--- src/rtl/digit_display_ctrl_pkg.sv ---
// -----------------------------------------------------------------------------
// digit_display_ctrl_pkg
// Shared glyph constants and BCD helpers used by the digit sequencer and by the
// digit renderer that lives in the parent design.
//   NUMBER_WIDTH / NUMBER_HEIGHT : glyph size drawn by the renderer
//   BLANK_CODE                   : code that makes the renderer draw nothing
// -----------------------------------------------------------------------------
package digit_display_ctrl_pkg;

    localparam int         NUMBER_WIDTH  = 60;
    localparam int         NUMBER_HEIGHT = 100;
    localparam logic [3:0] BLANK_CODE    = 4'hF;
    localparam logic [3:0] BCD_MAX       = 4'd9;

    // Next value of one decade, wrapping 9 -> 0.
    function automatic logic [3:0] bcd_next(input logic [3:0] d);
        return (d == BCD_MAX) ? 4'd0 : d + 4'd1;
    endfunction

endpackage

--- src/rtl/digit_display_ctrl_bcd_digit.sv ---
// -----------------------------------------------------------------------------
// bcd_digit
// One decade of the ripple-carry BCD counter.
//   clk, rst   : pixel clock, synchronous active-high reset
//   inc_in     : increment request (external inc or carry from lower decade)
//   clr        : clear to 0, overrides inc_in
//   digit      : registered decade value 0..9
//   carry_out  : high when this decade wraps 9 -> 0 on the coming edge
// -----------------------------------------------------------------------------
module bcd_digit
    import digit_display_ctrl_pkg::*;
(
    input  logic       clk,
    input  logic       rst,
    input  logic       inc_in,
    input  logic       clr,
    output logic [3:0] digit,
    output logic       carry_out
);

    logic [3:0] digit_q;
    logic [3:0] digit_d;

    // Next decade value: clear beats increment.
    always_comb begin
        digit_d = digit_q;
        if (clr) begin
            digit_d = 4'd0;
        end else if (inc_in) begin
            digit_d = bcd_next(digit_q);
        end else begin
            digit_d = digit_q;
        end
    end

    // Decade register.
    always_ff @(posedge clk) begin
        if (rst) begin
            digit_q <= 4'd0;
        end else begin
            digit_q <= digit_d;
        end
    end

    assign digit     = digit_q;
    assign carry_out = inc_in & (digit_q == BCD_MAX);

endmodule

--- src/rtl/digit_display_ctrl.sv ---
// -----------------------------------------------------------------------------
// digit_display_ctrl
// Sequences a row of decimal glyphs. Keeps a NUM_DIGITS BCD counter, snapshots
// it at frame start (x==0,y==0) so a frame never tears, decodes the active slot
// from the pixel position and registers the renderer's pixel.
// Ports:
//   clk, rst            : pixel clock, synchronous active-high reset
//   x, y, video_on      : VGA position and active-area flag
//   inc, clr            : single-cycle counter requests (clr wins)
//   pixel_in            : combinational pixel from the external renderer
//   number_code         : digit code to renderer (BLANK_CODE outside slots)
//   base_x, base_y      : slot origin to renderer
//   pixel_out           : registered glyph pixel (1 cycle latency)
//   overflow            : one-cycle pulse after the counter wraps
//   count               : live BCD counter, digit 0 in the MS nibble
// Build option: define LEADING_ZERO_BLANK_EN to blank leading zero digits.
// -----------------------------------------------------------------------------
module digit_display_ctrl
    import digit_display_ctrl_pkg::*;
#(
    parameter int NUM_DIGITS  = 4,
    parameter int ORIGIN_X    = 100,
    parameter int ORIGIN_Y    = 50,
    parameter int DIGIT_W     = 60,
    parameter int DIGIT_H     = 100,
    parameter int DIGIT_PITCH = 80
) (
    input  logic                    clk,
    input  logic                    rst,
    input  logic [9:0]              x,
    input  logic [9:0]              y,
    input  logic                    video_on,
    input  logic                    inc,
    input  logic                    clr,
    input  logic                    pixel_in,
    output logic [3:0]              number_code,
    output logic [9:0]              base_x,
    output logic [9:0]              base_y,
    output logic                    pixel_out,
    output logic                    overflow,
    output logic [4*NUM_DIGITS-1:0] count
);

    localparam logic [9:0] ORG_X10 = 10'(ORIGIN_X);
    localparam logic [9:0] Y_TOP   = 10'(ORIGIN_Y);
    localparam logic [9:0] Y_BOT   = 10'(ORIGIN_Y + DIGIT_H);

    // Elaboration-time parameter sanity checks.
    if (NUM_DIGITS < 1 || NUM_DIGITS > 8) begin : g_bad_num
        $error("digit_display_ctrl: NUM_DIGITS must be 1..8");
    end
    if (DIGIT_PITCH < DIGIT_W) begin : g_bad_pitch
        $error("digit_display_ctrl: DIGIT_PITCH must be >= DIGIT_W");
    end
    if (ORIGIN_X + (NUM_DIGITS - 1) * DIGIT_PITCH + DIGIT_W > 1023 ||
        ORIGIN_Y + DIGIT_H > 1023) begin : g_bad_edge
        $error("digit_display_ctrl: rightmost/bottom slot edge exceeds 1023");
    end
    if (DIGIT_W != NUMBER_WIDTH || DIGIT_H != NUMBER_HEIGHT) begin : g_bad_glyph
        $error("digit_display_ctrl: glyph size does not match renderer");
    end

    function automatic logic [9:0] slot_left(input int i);
        return 10'(ORIGIN_X + i * DIGIT_PITCH);
    endfunction

    function automatic logic [9:0] slot_right(input int i);
        return 10'(ORIGIN_X + i * DIGIT_PITCH + DIGIT_W);
    endfunction

    // ---------------------------------------------------------------- counter
    // carry_s[NUM_DIGITS] is the external inc into the LS decade; carry_s[0]
    // leaves the MS decade and marks a full wrap.
    logic [NUM_DIGITS:0] carry_s;
    assign carry_s[NUM_DIGITS] = inc;

    for (genvar i = 0; i < NUM_DIGITS; i++) begin : g_digit
        bcd_digit u_digit (
            .clk       (clk),
            .rst       (rst),
            .inc_in    (carry_s[i+1]),
            .clr       (clr),
            .digit     (count[4*(NUM_DIGITS-1-i) +: 4]),
            .carry_out (carry_s[i])
        );
    end

    // ------------------------------------------------------------- registers
    logic [4*NUM_DIGITS-1:0] shadow_q, shadow_d;
    logic                    pixel_q,  pixel_d;
    logic                    overflow_q, overflow_d;
    logic                    slot_active_s;

    // Shadow loads the pre-update counter at frame start.
    always_comb begin
        shadow_d = shadow_q;
        if (x == 10'd0 && y == 10'd0) begin
            shadow_d = count;
        end else begin
            shadow_d = shadow_q;
        end
    end

    // Next values of the pixel and overflow flags.
    always_comb begin
        pixel_d    = pixel_in & slot_active_s & video_on;
        overflow_d = carry_s[0] & ~clr;
    end

    // Shadow, pixel and overflow registers.
    always_ff @(posedge clk) begin
        if (rst) begin
            shadow_q   <= '0;
            pixel_q    <= 1'b0;
            overflow_q <= 1'b0;
        end else begin
            shadow_q   <= shadow_d;
            pixel_q    <= pixel_d;
            overflow_q <= overflow_d;
        end
    end

    assign pixel_out = pixel_q;
    assign overflow  = overflow_q;

    // ------------------------------------------------------------ slot decode
    logic [NUM_DIGITS-1:0] blank_s;

`ifdef LEADING_ZERO_BLANK_EN
    logic lead_s;

    // A digit is blanked while it and everything above it are zero; the LS
    // digit is never blanked.
    always_comb begin
        lead_s  = 1'b1;
        blank_s = '0;
        for (int i = 0; i < NUM_DIGITS - 1; i++) begin
            lead_s     = lead_s & (shadow_q[4*(NUM_DIGITS-1-i) +: 4] == 4'd0);
            blank_s[i] = lead_s;
        end
    end
`else
    assign blank_s = '0;
`endif

    logic [NUM_DIGITS-1:0] hit_s;
    logic                  y_in_s;
    logic [3:0]            code_or_s;
    logic [9:0]            bx_or_s;

    // Per-slot range compare; slots never overlap so the selected code and
    // origin can be merged with a plain OR.
    always_comb begin
        y_in_s    = (y >= Y_TOP) && (y < Y_BOT);
        hit_s     = '0;
        code_or_s = 4'd0;
        bx_or_s   = 10'd0;
        for (int i = 0; i < NUM_DIGITS; i++) begin
            hit_s[i]  = y_in_s && (x >= slot_left(i)) && (x < slot_right(i))
                        && !blank_s[i];
            code_or_s = code_or_s | ({4{hit_s[i]}} & shadow_q[4*(NUM_DIGITS-1-i) +: 4]);
            bx_or_s   = bx_or_s | ({10{hit_s[i]}} & slot_left(i));
        end
    end

    // Renderer drive: blank code and slot 0 origin outside every slot.
    always_comb begin
        slot_active_s = |hit_s;
        base_y        = Y_TOP;
        if (slot_active_s) begin
            number_code = code_or_s;
            base_x      = bx_or_s;
        end else begin
            number_code = BLANK_CODE;
            base_x      = ORG_X10;
        end
    end

endmodule

--- config.mk ---
export PLATFORM = sky130hd
export DESIGN_NAME = digit_display_ctrl
export DESIGN_NICKNAME = d
export VERILOG_FILES = /design/src/rtl/digit_display_ctrl_pkg.sv /design/src/rtl/digit_display_ctrl_bcd_digit.sv /design/src/rtl/digit_display_ctrl.sv
export SDC_FILE = /design/constraint.sdc
export NUM_CORES = 1
export LEC_CHECK = 0
export ABC_AREA = 1
export CAP_MARGIN = 20
export CORE_MARGIN = 2
export CORE_UTILIZATION = 41
export DETAILED_ROUTE_END_ITERATION = 6
export GPL_ROUTABILITY_DRIVEN = 0
export PLACE_DENSITY = 0.74
export RECOVER_POWER = 100
export SLEW_MARGIN = 5
export SYNTH_ARGS = -nofsm -noshare
export SYNTH_HDL_FRONTEND = slang
export SYNTH_SLANG_ARGS = --single-unit
--- constraint.sdc ---
create_clock -name clk -period 1.4 [get_ports clk]
set_input_delay 0.28 -clock clk [delete_from_list [all_inputs] [get_ports clk]]
set_output_delay 0.28 -clock clk [all_outputs]
set_load 0.005 [all_outputs]
Word-level counts from Yosys, hierarchy flattened
Index checks and enable logic that the tools add are counted.
- input bits: 26
- output and inout bits: 42
- flip-flop bits (word level): 34
- magnitude comparators: 10
- bitwise operators: 18
- reductions and logical operators: 14
- eq/ne operators: 4
- $add $sub $neg: 4
- multiplexer cells: 6
- operator list (cell ; count):
    less-than comparator 10 x 8 -> 1 bit, second input constant ; 3
    greater-or-equal comparator 10 x 9 -> 1 bit, second input constant ; 2
    logical NOT 10 bit ; 2
    less-than comparator 10 x 9 -> 1 bit, second input constant ; 2
    two-way mux 4 bit ; 5
    adder 4 x 1 -> 4 bit, second input constant ; 4
    AND 4 bit ; 4
    equality test 4 bit, second input constant ; 4
    bitwise OR 4 bit ; 3
    greater-or-equal comparator 10 x 6 -> 1 bit, second input constant ; 1
    greater-or-equal comparator 10 x 7 -> 1 bit, second input constant ; 1
    greater-or-equal comparator 10 x 8 -> 1 bit, second input constant ; 1
    logical AND 1 bit ; 10
    two-way mux 10 bit ; 1
    bitwise OR 10 x 9 -> 10 bit ; 1
    bitwise OR 8 x 9 -> 9 bit ; 1
    bitwise OR 7 x 8 -> 8 bit ; 1
    AND 1 bit ; 7
    OR reduction 4 bit ; 1
    OR reduction 2 bit ; 1
    NOT 1 bit ; 1

Depth between registers and ports, before layout
Gate-level depths: netlist of the first run.
- depth after elaboration: 9
- depth in mapped cells: 10
- depth with buffers taken out: 10

Modules after synthesis
A second synthesis of the first run with hierarchy kept.
- cells, all modules: 324
- area, all modules: 2177.1 µm²
- modules (own cells, without submodules) (module ; instances ; cells each ; area each (µm²)):
    digit_display_ctrl ; 1 ; 208 ; 1366.3
    bcd_digit ; 4 ; 29 ; 202.7

Worst setup path after synthesis of the first run
No wires, ideal clock.
- path type: input-to-output
- from: input port x[7]
- to: output port number_code[0]
- arrival: 1.259 ns
- required time: 1.120 ns
- slack: -0.139 ns
- stages: 8
- path through: inv_1 nand2_1 nor2_1 nand3_1 a21oi_1 o21ai_1 nand2_2 nand2_1
- longest elaborated chain between the ends: 8
- elaborated cells between the ends (all ways): 25
- those cells by class: order compare (8); mux (1); bitwise (7); reduce/logical (9)
- RTL lines (element ; line ; text):
    start, declared ; digit_display_ctrl.sv:30 ; input logic [9:0] x,
    greater-or-equal comparator 10 x 7 -> 1 bit / greater-or-equal comparator 10 x 8 -> 1 bit (equally long branches) ; digit_display_ctrl.sv:159 ; hit_s[i] = y_in_s && (x >= slot_left(i)) && (x < slot_right(i))
    logical AND 1 bit (2 in a row) ; digit_display_ctrl.sv:159 ;
    AND 4 bit ; digit_display_ctrl.sv:161 ; code_or_s = code_or_s | ({4{hit_s[i]}} & shadow_q[4*(NUM_DIGITS-1-i) +: 4]);
    bitwise OR 4 bit (3 in a row) ; digit_display_ctrl.sv:161 ;
    two-way mux 4 bit (*) ; digit_display_ctrl.sv:170 ; if (slot_active_s) begin
    end, declared ; digit_display_ctrl.sv:36 ; output logic [3:0] number_code,
Every way passes the cells marked *; elsewhere a longest branch is shown, timed or not.

Worst setup path in the final report of the first run
- from: input port x[5]
- to: output port number_code[0]
The elaborated chain is that of the path after synthesis.

==> results.yml, run 1 <==
status:
  run_status: "finished, violations left"
  violations: "setup timing"
route:
  drtIter0Drc: 104
  drc: 0
  routed_wirelength_um: 7240
  firstDrtPassIters: 4
  ant_nets: 0
  post_drt_wl_per_cell_um: 14.4
  vias_per_cell: 5.18
  num_vias: 2613
yosys:
  ys_types: 28
  synth-edff-count: 0
  synth-seq-area-share_pct: 33.6
  syn-cell-area_um2: 2020
  ys.flop_type: "dfxtp_1"
  async_flop_share_pct: 0
  ys_ff_latch: 34
  avgSynthCellArea_um2: 6.64
  syn_inst: 305
  ys_warn_count: 0
global_route:
  antenna_found_initial: 0
  grt_pass1_wl_um: 10800
  grt_max_degree: 18
  grt_overflow: 0
  grt_pass1_vias: 2474
  track_usage_pct: 25.0
worst_setup_path:
  cp_num_cells: 13
  r2r_end: "g_digit[1].u_digit.digit[3]$_SDFFE_PP0P_"
  cp-end-kind: "output pin"
  crit_path_end: "number_code[0]"
  crit_required_ps: 1120
  crit_fanout: 4
  startpoint: "x[5]"
  crit_path_top_delay_cell: "nor2_4"
  timing.critical_path.buf_inv: 4
  reg2reg_slack_ps: 60
  path_cells: "buf_8 -> nor2_4 -> nand2_1 -> nand2_1 -> nand2_2 -> a21oi_4 -> buf_6 -> buf_6 -> nand3_2 -> nand2_1 -> nor2_1 -> nand2_1 -> buf_2"
  critPathKind: "input pin to output pin"
  crit_path_start_kind: "input pin"
  critical_path_arrival_ps: 1560
  reg2regPathDepth: 8
  worst_path_dominant_cell_family: "simple AND/OR/NAND/NOR gates"
  crit_top_cell: "nand2_1"
  max_stage_delay_ps: 170
  timing.rr.start: "g_digit[3].u_digit.digit[1]$_SDFFE_PP0P_"
hold_path:
  hp-class: "input pin to flip-flop"
placement:
  place_area_um2: 2860
  post-place-cells: 452
  dp_hpwl_um: 4050
  io_buffers: 52
die:
  core_area_um2: 4750
  floorplan.die_area_um2: 5520
  rows: 25
  fp.dieH_um: 74.3
  die_w_um: 74.3
  start_util_pct: 42.6
  ioPinCount: 68
sta:
  timing.final.crit_period_ps: 1840
  fin_hold_ws_ps: 336
  finalSetupViolations: 31
  rsz0062_at_grt: "yes"
  fin_skew_ps: 4.03
  tns_ps: -6080
  finalWorstSetupSlack_ps: -441
  fmax_mhz: 543
  slew_violations: 0
  final_hold_viol_count: 0
  period_share_pct: 132
clock_network:
  clockBufferDepth: 2
  cts_tree: "yes"
  numCtsBuffers: 5
  h-tree-depth: 2
  clk_latency_ps: 290
  clkTransAtPathRegs_ps: 70
  holdBufCountCts: 0
  ctsRootBufferMaster: "clkbuf_8"
  cts.sinks: 34
pwr:
  powerDensity_nw_per_um2: 600
  leakagePower_nw: 1.60
  ir_drop_uv: 591
layout:
  drive_gt1_share_pct: 44.4
  n_fill_cell: 351
  nets: 462
  antenna-diode-count: 0
  area_delta_synth_final_pct: 76.5
  final_area_um2: 3570
  fin_cells: 504
run:
  maxCapViolations: 0
worst min-delay path, stage by stage:
cell	delay, ps
dlymetal6s2s_1	120
o21ai_0	90
nor2_1	100
cells in the final DEF (no fill, tap or decap), types with 5 or more instances in the layout:
| cell type | instances |
|---|---|
| nand2_2 | 23 |
| nand3_2 | 7 |
| a21oi_1 | 21 |
| dfxtp_1 | 34 |
| buf_4 | 50 |
| nor2_1 | 20 |
| clkdlybuf4s50_1 | 8 |
| dlygate4sd2_1 | 14 |
| buf_6 | 33 |
| conb_1 | 15 |
| inv_2 | 8 |
| nand2_4 | 5 |
| o21ai_0 | 7 |
| nand2_1 | 40 |
| nor2_4 | 11 |
| a21oi_2 | 6 |
| nand3_1 | 7 |
| clkbuf_8 | 6 |
| nor3_1 | 6 |
| buf_2 | 15 |
| inv_1 | 24 |
| nand4_1 | 29 |
| nor2_2 | 9 |
worst min-delay path by stage:
stage	depth (start not counted)	end	from
3_3_place_gp	2	shadow_q[14]$_SDFFE_PP0P_	shadow_q[14]$_SDFFE_PP0P_
6_report	3	g_digit[3].u_digit.digit[0]$_SDFFE_PP0P_	inc
5_1_grt	3	g_digit[3].u_digit.digit[0]$_SDFFE_PP0P_	inc
3_5_place_dp	2	shadow_q[14]$_SDFFE_PP0P_	shadow_q[14]$_SDFFE_PP0P_
2_1_floorplan	2	pixel_out$_SDFF_PP0_	pixel_in
4_1_cts	2	shadow_q[14]$_SDFFE_PP0P_	shadow_q[14]$_SDFFE_PP0P_
cell usage after synthesis, types with 3 or more instances:
library cell | n | area share (%)
nand2_1 | 64 | 12
buf_4 | 15 | 5.6
nor2_2 | 4 | 1.2
nand2_2 | 4 | 1.2
nand3_1 | 14 | 3.5
nor2_1 | 35 | 6.5
buf_2 | 3 | 0.74
dfxtp_1 | 34 | 34
clkbuf_1 | 4 | 0.74
nand4_1 | 29 | 9.0
a21oi_1 | 28 | 6.9
inv_1 | 32 | 5.9
o21ai_0 | 11 | 2.7
nor3_1 | 8 | 2.0
logic make-up after synthesis:
kind of cell    after synthesis  share of synthesized area (%)
compound gates               43                           10.8
flops                        34                           33.6
simple gates                167                           40.4
buf+inv                      58                           14.5
xor+xnor                      1                          0.433
other cells                   2                          0.371
metrics by stage:
step | setup WS [ps] | total power, W | util, %
after floorplan | -27.8 | 0.00114 | -
after global placement | -1090 | 0.00127 | 60.1
after detailed placement | -1130 | 0.00127 | 60.1
after CTS | -322 | 0.00209 | 71.0
after global routing | -479 | 0.00222 | 75.1
final | -441 | 0.00214 | 75.1
what timing repair did:
action	in CTS	in global routing
pin swaps	43	41
setup endpoints to repair	53	39
gates resized for setup	202	63
gates cloned	4	0
setup buffers	33	8
cell type report:
| class | count | area (um^2) | area share (%) |
|---|---|---|---|
| clock buffers | 7 | 86.3 | 2.42 |
| clock inverters | 1 | 5.00 | 0.140 |
| inverters | 34 | 130 | 3.64 |
| multi-input cells | 227 | 1390 | 38.9 |
| flip-flops and latches | 34 | 681 | 19.1 |
| well taps | 67 | 83.8 | 2.35 |
| repair buffers | 134 | 1190 | 33.5 |
power breakdown:
group          switching [W]  internal, W  total (W)
clock               0.000351     0.000397   0.000748
sequential        0.00000145     0.000969   0.000970
combinational       0.000212     0.000212   0.000424
total               0.000564      0.00158    0.00214
metal layers:
layer	track usage, %	up-vias	part of all wire, %
li1	-	1250	-
met1	28.7	1234	41
met2	45.7	105	50
met3	4.74	24	5.9
met4	9.92	0	3.1
met5	0	-	0
state kept, by name, indices dropped and copies added, names as in the netlist:
signal	flops
overflow	1
shadow_q	16
g_digit.u_digit.digit	16
pixel_out	1
(Power assumes the default switching activity.)
==> run 2, diff against run 1 <==
--- a/config.mk
+++ b/config.mk
@@ -11,6 +11,7 @@
 export CORE_UTILIZATION = 41
 export DETAILED_ROUTE_END_ITERATION = 6
 export GPL_ROUTABILITY_DRIVEN = 0
+export GPL_TIMING_DRIVEN = 0
 export PLACE_DENSITY = 0.74
 export RECOVER_POWER = 100
 export SLEW_MARGIN = 5
==> constraint.sdc (replaced) <==
create_clock -name clk -period 1.4 [get_ports clk]
set_input_delay 0.28 -clock clk [delete_from_list [all_inputs] [get_ports clk]]
set_output_delay 0.28 -clock clk [all_outputs]
set_load 0.02 [all_outputs]
==> results.yml, run 2 (synthesized netlist as in run 1, its figures left out) <==
sta:
  period_share_pct: 129
  tns_ps: -3120
  fin_skew_ps: 6.52
  fmax_mhz: 553
  fin_hold_ws_ps: 316
  timing.final.crit_period_ps: 1810
  final_hold_viol_count: 0
  rsz0062_at_grt: "yes"
  finalWorstSetupSlack_ps: -410
  finalSetupViolations: 26
  slew_violations: 0
hold_path:
  hp-class: "input pin to flip-flop"
  hold_depth: 3
  hp-start: "inc"
  hold_end: "g_digit[3].u_digit.digit[0]$_SDFFE_PP0P_"
worst_setup_path:
  critPathKind: "input pin to output pin"
  timing.critical_path.buf_inv: 4
  worst_path_dominant_cell_family: "simple AND/OR/NAND/NOR gates"
  cp-end-kind: "output pin"
  path_cells: "buf_6 -> nor2_4 -> nand2_2 -> nand3_2 -> a21oi_4 -> buf_6 -> o21ai_4 -> nand2_4 -> buf_12 -> nand2_4 -> buf_6"
  critical_path_arrival_ps: 1530
  crit_top_cell: "buf_6"
  timing.rr.start: "g_digit[3].u_digit.digit[2]$_SDFFE_PP0P_"
  r2r_end: "g_digit[1].u_digit.digit[2]$_SDFFE_PP0P_"
  crit_path_start_kind: "input pin"
  crit_fanout: 4
  crit_path_top_delay_cell: "o21ai_4"
  reg2regPathDepth: 8
  max_stage_delay_ps: 210
  reg2reg_slack_ps: 60
  crit_required_ps: 1120
global_route:
  grt_overflow: 0
  track_usage_pct: 23.2
  antenna_found_initial: 0
  grt_pass1_wl_um: 10100
  grt_pass1_vias: 2287
  grt_max_degree: 11
layout:
  fin_cells: 485
  nets: 443
  antenna-diode-count: 0
  drive_gt1_share_pct: 44.7
  mostFrequentLayoutCell: "buf_4"
  final_cell_mix: "buf_4, dfxtp_1, nand2_1, buf_6, nand4_1"
  area_delta_synth_final_pct: 73.3
clock_network:
  clockBufferDepth: 2
  h-tree-depth: 2
  clkTransAtPathRegs_ps: 60
  cts.sinks: 34
  cts_tree: "yes"
  ctsRootBufferMaster: "clkbuf_8"
  holdBufCountCts: 0
  clk_latency_ps: 280
  numCtsBuffers: 5
die:
  die_w_um: 74.3
  rows: 25
  fp.dieH_um: 74.3
  floorplan.die_area_um2: 5520
  ioPinCount: 68
  core_area_um2: 4750
  start_util_pct: 42.6
route:
  drtIter0Drc: 127
  drt-met1-wl_um: 2660
  drc: 0
  ant_nets: 0
  post_drt_wl_per_cell_um: 13.8
  num_vias: 2454
  firstDrtPassIters: 5
  routed.top_layer: "met4"
  met3_length_um: 336
  routed_wirelength_um: 6690
  dr_wl_met2_um: 3540
  vias_per_cell: 5.06
status:
  run_status: "finished, violations left"
  violations: "setup timing"
placement:
  pre_cts_slack_ps: -1380
  post-place-cells: 436
  dp_hpwl_um: 3900
  io_buffers: 51
pwr:
  ir_drop_uv: 587
  leakagePower_nw: 1.51
  powerDensity_nw_per_um2: 620
run:
  maxCapViolations: 0
run 2: changes by cell type in the layout (fill, tap and decap cells not counted), moves of 3 or more:
| cell | previous run | this run |
|---|---|---|
| buf_2 | 15 | 5 |
| nand2_2 | 23 | 28 |
| a21oi_4 | 1 | 5 |
| nand2_4 | 5 | 8 |
| clkdlybuf4s50_1 | 8 | 4 |
| nand2_1 | 40 | 32 |
| dlygate4sd2_1 | 14 | 19 |
| nor2_4 | 11 | 14 |
| buf_4 | 50 | 43 |
run 2: stage by stage:
step | utilization (%) | instance area (um^2) | total power (W)
5_1_grt | 73.8 | 3510 | 0.00227
3_5_place_dp | 58.6 | 2780 | 0.00133
4_1_cts | 70.6 | 3360 | 0.00215
3_3_place_gp | 58.6 | 2780 | 0.00132
6_report | 73.8 | 3510 | 0.00218
2_1_floorplan | - | 2190 | 0.00120
run 2: how the worst max path moves through the flow:
stage | from | end | slack (ps) | cells after the start
3_5_place_dp | x[7] | number_code[1] | -1380 | 11
2_1_floorplan | x[2] | base_x[6] | -70 | 7
4_1_cts | y[3] | number_code[3] | -370 | 13
3_3_place_gp | x[7] | number_code[1] | -1360 | 11
6_report | x[2] | number_code[2] | -410 | 11
5_1_grt | y[3] | number_code[3] | -490 | 13
run 2: repair_timing:
| item | in CTS | in global routing |
|---|---|---|
| gates resized for setup | 222 | 49 |
| setup buffers | 31 | 7 |
| gates cloned | 3 | 0 |
| setup endpoints to repair | 55 | 35 |
| pin swaps | 40 | 22 |
run 2: layout make-up:
cell class	instances	area, um^2
plain buffers	24	181
clock buffers	7	86.3
clock inverters	1	5.00
fillers	343	1250
inverters	34	138
multi-input cells	226	1450
flip-flops and latches	34	682
well taps	67	83.8
repair buffers	92	886
run 2: worst reg2reg max path, cell delays in order (launching register included):
cell and delay (ps):
dfxtp_1 360, inv_1 80, nand3_2 90, nor2_4 110
inv_2 80, nor2_4 180, buf_6 130, nand2_1 50
and3_1 170
run 2: power by group:
group	internal (W)	switching [W]
sequential	0.000969	0.00000229
combinational	0.000219	0.000252
clock	0.000397	0.000336
total	0.00158	0.000590
run 2: per-layer routing:
metal / track usage [%] / up-vias
li1: - / 1213
met1: 26.8 / 1145
met2: 42.4 / 80
met3: 4.20 / 16
met4: 9.33 / 0
met5: 0 / -
==> run 3, diff against run 2 <==
--- a/config.mk
+++ b/config.mk
@@ -13,7 +13,7 @@
 export GPL_ROUTABILITY_DRIVEN = 0
 export GPL_TIMING_DRIVEN = 0
 export PLACE_DENSITY = 0.74
-export RECOVER_POWER = 100
+export SETUP_SLACK_MARGIN = 0.02
 export SLEW_MARGIN = 5
 export SYNTH_ARGS = -nofsm -noshare
 export SYNTH_HDL_FRONTEND = slang
==> results.yml, run 3 (synthesized netlist as in run 1, its figures left out) <==
status:
  run_status: "finished, violations left"
  violations: "setup timing"
global_route:
  grt_max_degree: 11
  grt_pass1_vias: 2214
  grt_overflow: 0
  antenna_found_initial: 0
  grt_pass1_wl_um: 9670
  track_usage_pct: 22.2
route:
  post_drt_wl_per_cell_um: 13.0
  routed_wirelength_um: 6200
  drc: 0
  firstDrtPassIters: 4
  vias_per_cell: 5.00
  num_vias: 2388
  ant_nets: 0
  drtIter0Drc: 52
clock_network:
  clockBufferDepth: 2
  holdBufCountCts: 0
  clkTransAtPathRegs_ps: 70
  h-tree-depth: 2
  cts_tree: "yes"
  cts.sinks: 34
  clk_latency_ps: 280
  ctsRootBufferMaster: "clkbuf_8"
  numCtsBuffers: 5
pwr:
  leakagePower_nw: 1.46
  power_w: 0.00217
  p_sw_share_pct: 27.5
  p_int_w: 0.00157
  ir_drop_uv: 390
  clock_power_share_pct: 33.9
  p_comb_share_pct: 21.4
  powerDensity_nw_per_um2: 626
  seq_power_share_pct: 44.6
  p_sw_w: 0.000597
layout:
  multi_input_area_um2: 1460
  n_fill_cell: 366
  final_area_um2: 3470
  area_delta_synth_final_pct: 71.3
  nets: 436
  final_cell_mix: "nand2_1, buf_4, nand4_1, dfxtp_1, buf_6"
  regArea_um2: 689
  antenna-diode-count: 0
  drive_gt1_share_pct: 43.6
  fin_cells: 478
hold_path:
  hp-class: "input pin to flip-flop"
die:
  start_util_pct: 42.6
  fp.dieH_um: 74.3
  die_w_um: 74.3
  rows: 25
  floorplan.die_area_um2: 5520
  ioPinCount: 68
  core_area_um2: 4750
worst_setup_path:
  crit_path_top_delay_cell: "a21oi_4"
  timing.critical_path.buf_inv: 3
  critPathKind: "input pin to output pin"
  worst_path_dominant_cell_family: "simple AND/OR/NAND/NOR gates"
  path_cells: "buf_8 -> nor2_4 -> nand2_1 -> nand2_1 -> nand2_2 -> a21oi_4 -> buf_6 -> o21ai_4 -> nand2_4 -> nand2_4 -> buf_6"
  max_stage_delay_ps: 180
  crit_required_ps: 1120
  cp-end-kind: "output pin"
  critical_path_arrival_ps: 1490
  crit_fanout: 5
  crit_path_start_kind: "input pin"
sta:
  tns_ps: -4330
  timing.final.crit_period_ps: 1770
  final_hold_viol_count: 0
  finalSetupViolations: 25
  period_share_pct: 126
  slew_violations: 0
  fin_skew_ps: 5.18
  fmax_mhz: 565
  finalWorstSetupSlack_ps: -369
  fin_hold_ws_ps: 334
  rsz0062_at_grt: "yes"
run:
  maxCapViolations: 0
placement:
  io_buffers: 51
  post-place-cells: 436
  place_area_um2: 2790
  dp_hpwl_um: 3960
## run 3: cell types whose count changed in the layout (fill, tap and decap cells not counted), moves of 4 or more
cell,change
buf_6,-7
buf_2,+4
dfxtp_1,-4
nand2_2,-8
a21oi_1,+4
nand2_1,+6
dlygate4sd2_1,-4
buf_4,-5
## run 3: final cells by class
cell class | count | share of cell area, %
buffer | 24 | 5.34
clock buffer | 7 | 2.49
clock inverter | 1 | 0.144
inverter | 34 | 4.26
multi-input combinational | 226 | 42.2
sequential | 34 | 19.9
tap | 67 | 2.42
timing repair buffer | 85 | 23.3
## run 3: routing by layer
layer / share of wire (%) / wire length, um / up-vias / global-route usage, %
met5: 0 / 0 / - / 0
met4: 2.1 / 128 / 0 / 8.93
met3: 6.0 / 371 / 15 / 4.74
met2: 52 / 3200 / 90 / 39.3
met1: 40 / 2500 / 1085 / 26.2
li1: - / - / 1198 / -
## run 3: power groups by stage
stage / Clock [W] / Sequential, W / Combinational, W
after floorplan: 0 / 0.000995 / 0.000200
after global placement: 0 / 0.000993 / 0.000331
after detailed placement: 0 / 0.000993 / 0.000335
after CTS: 0.000756 / 0.000971 / 0.000410
after global routing: 0.000809 / 0.000969 / 0.000495
final: 0.000737 / 0.000969 / 0.000465
## run 3: worst reg2reg max path, delay by kind of cell (launching register included)
| family | cells | cell delay, ps |
|---|---|---|
| buf+inv | 3 | 280 |
| flops | 1 | 340 |
| simple gates | 5 | 600 |
## run 3: worst paths after layout
path                                                               start  cells after the start  slack (ps)                                  endpoint
worst max-delay path                                                x[5]                     11        -370                            number_code[0]
worst max register to register  g_digit[3].u_digit.digit[1]$_SDFFE_PP0P_                      8         100  g_digit[1].u_digit.digit[2]$_SDFFE_PP0P_
worst min register to register  g_digit[3].u_digit.digit[2]$_SDFFE_PP0P_                      1         450  g_digit[3].u_digit.digit[2]$_SDFFE_PP0P_
worst min-delay path                                                 inc                      3         330  g_digit[3].u_digit.digit[0]$_SDFFE_PP0P_
## run 3: repair_timing
item / in CTS / in global routing
cloned: 1 / 0
buffers inserted: 24 / 10
pin swaps: 41 / 28
resized for setup: 227 / 54
setup endpoints to repair: 55 / 41
## run 3: through the flow
stage,setup slack [ps],utilization (%)
2_1_floorplan,-74.4,-
3_3_place_gp,-1360,58.6
3_5_place_dp,-1380,58.6
4_1_cts,-303,68.2
5_1_grt,-425,72.9
6_report,-369,72.9
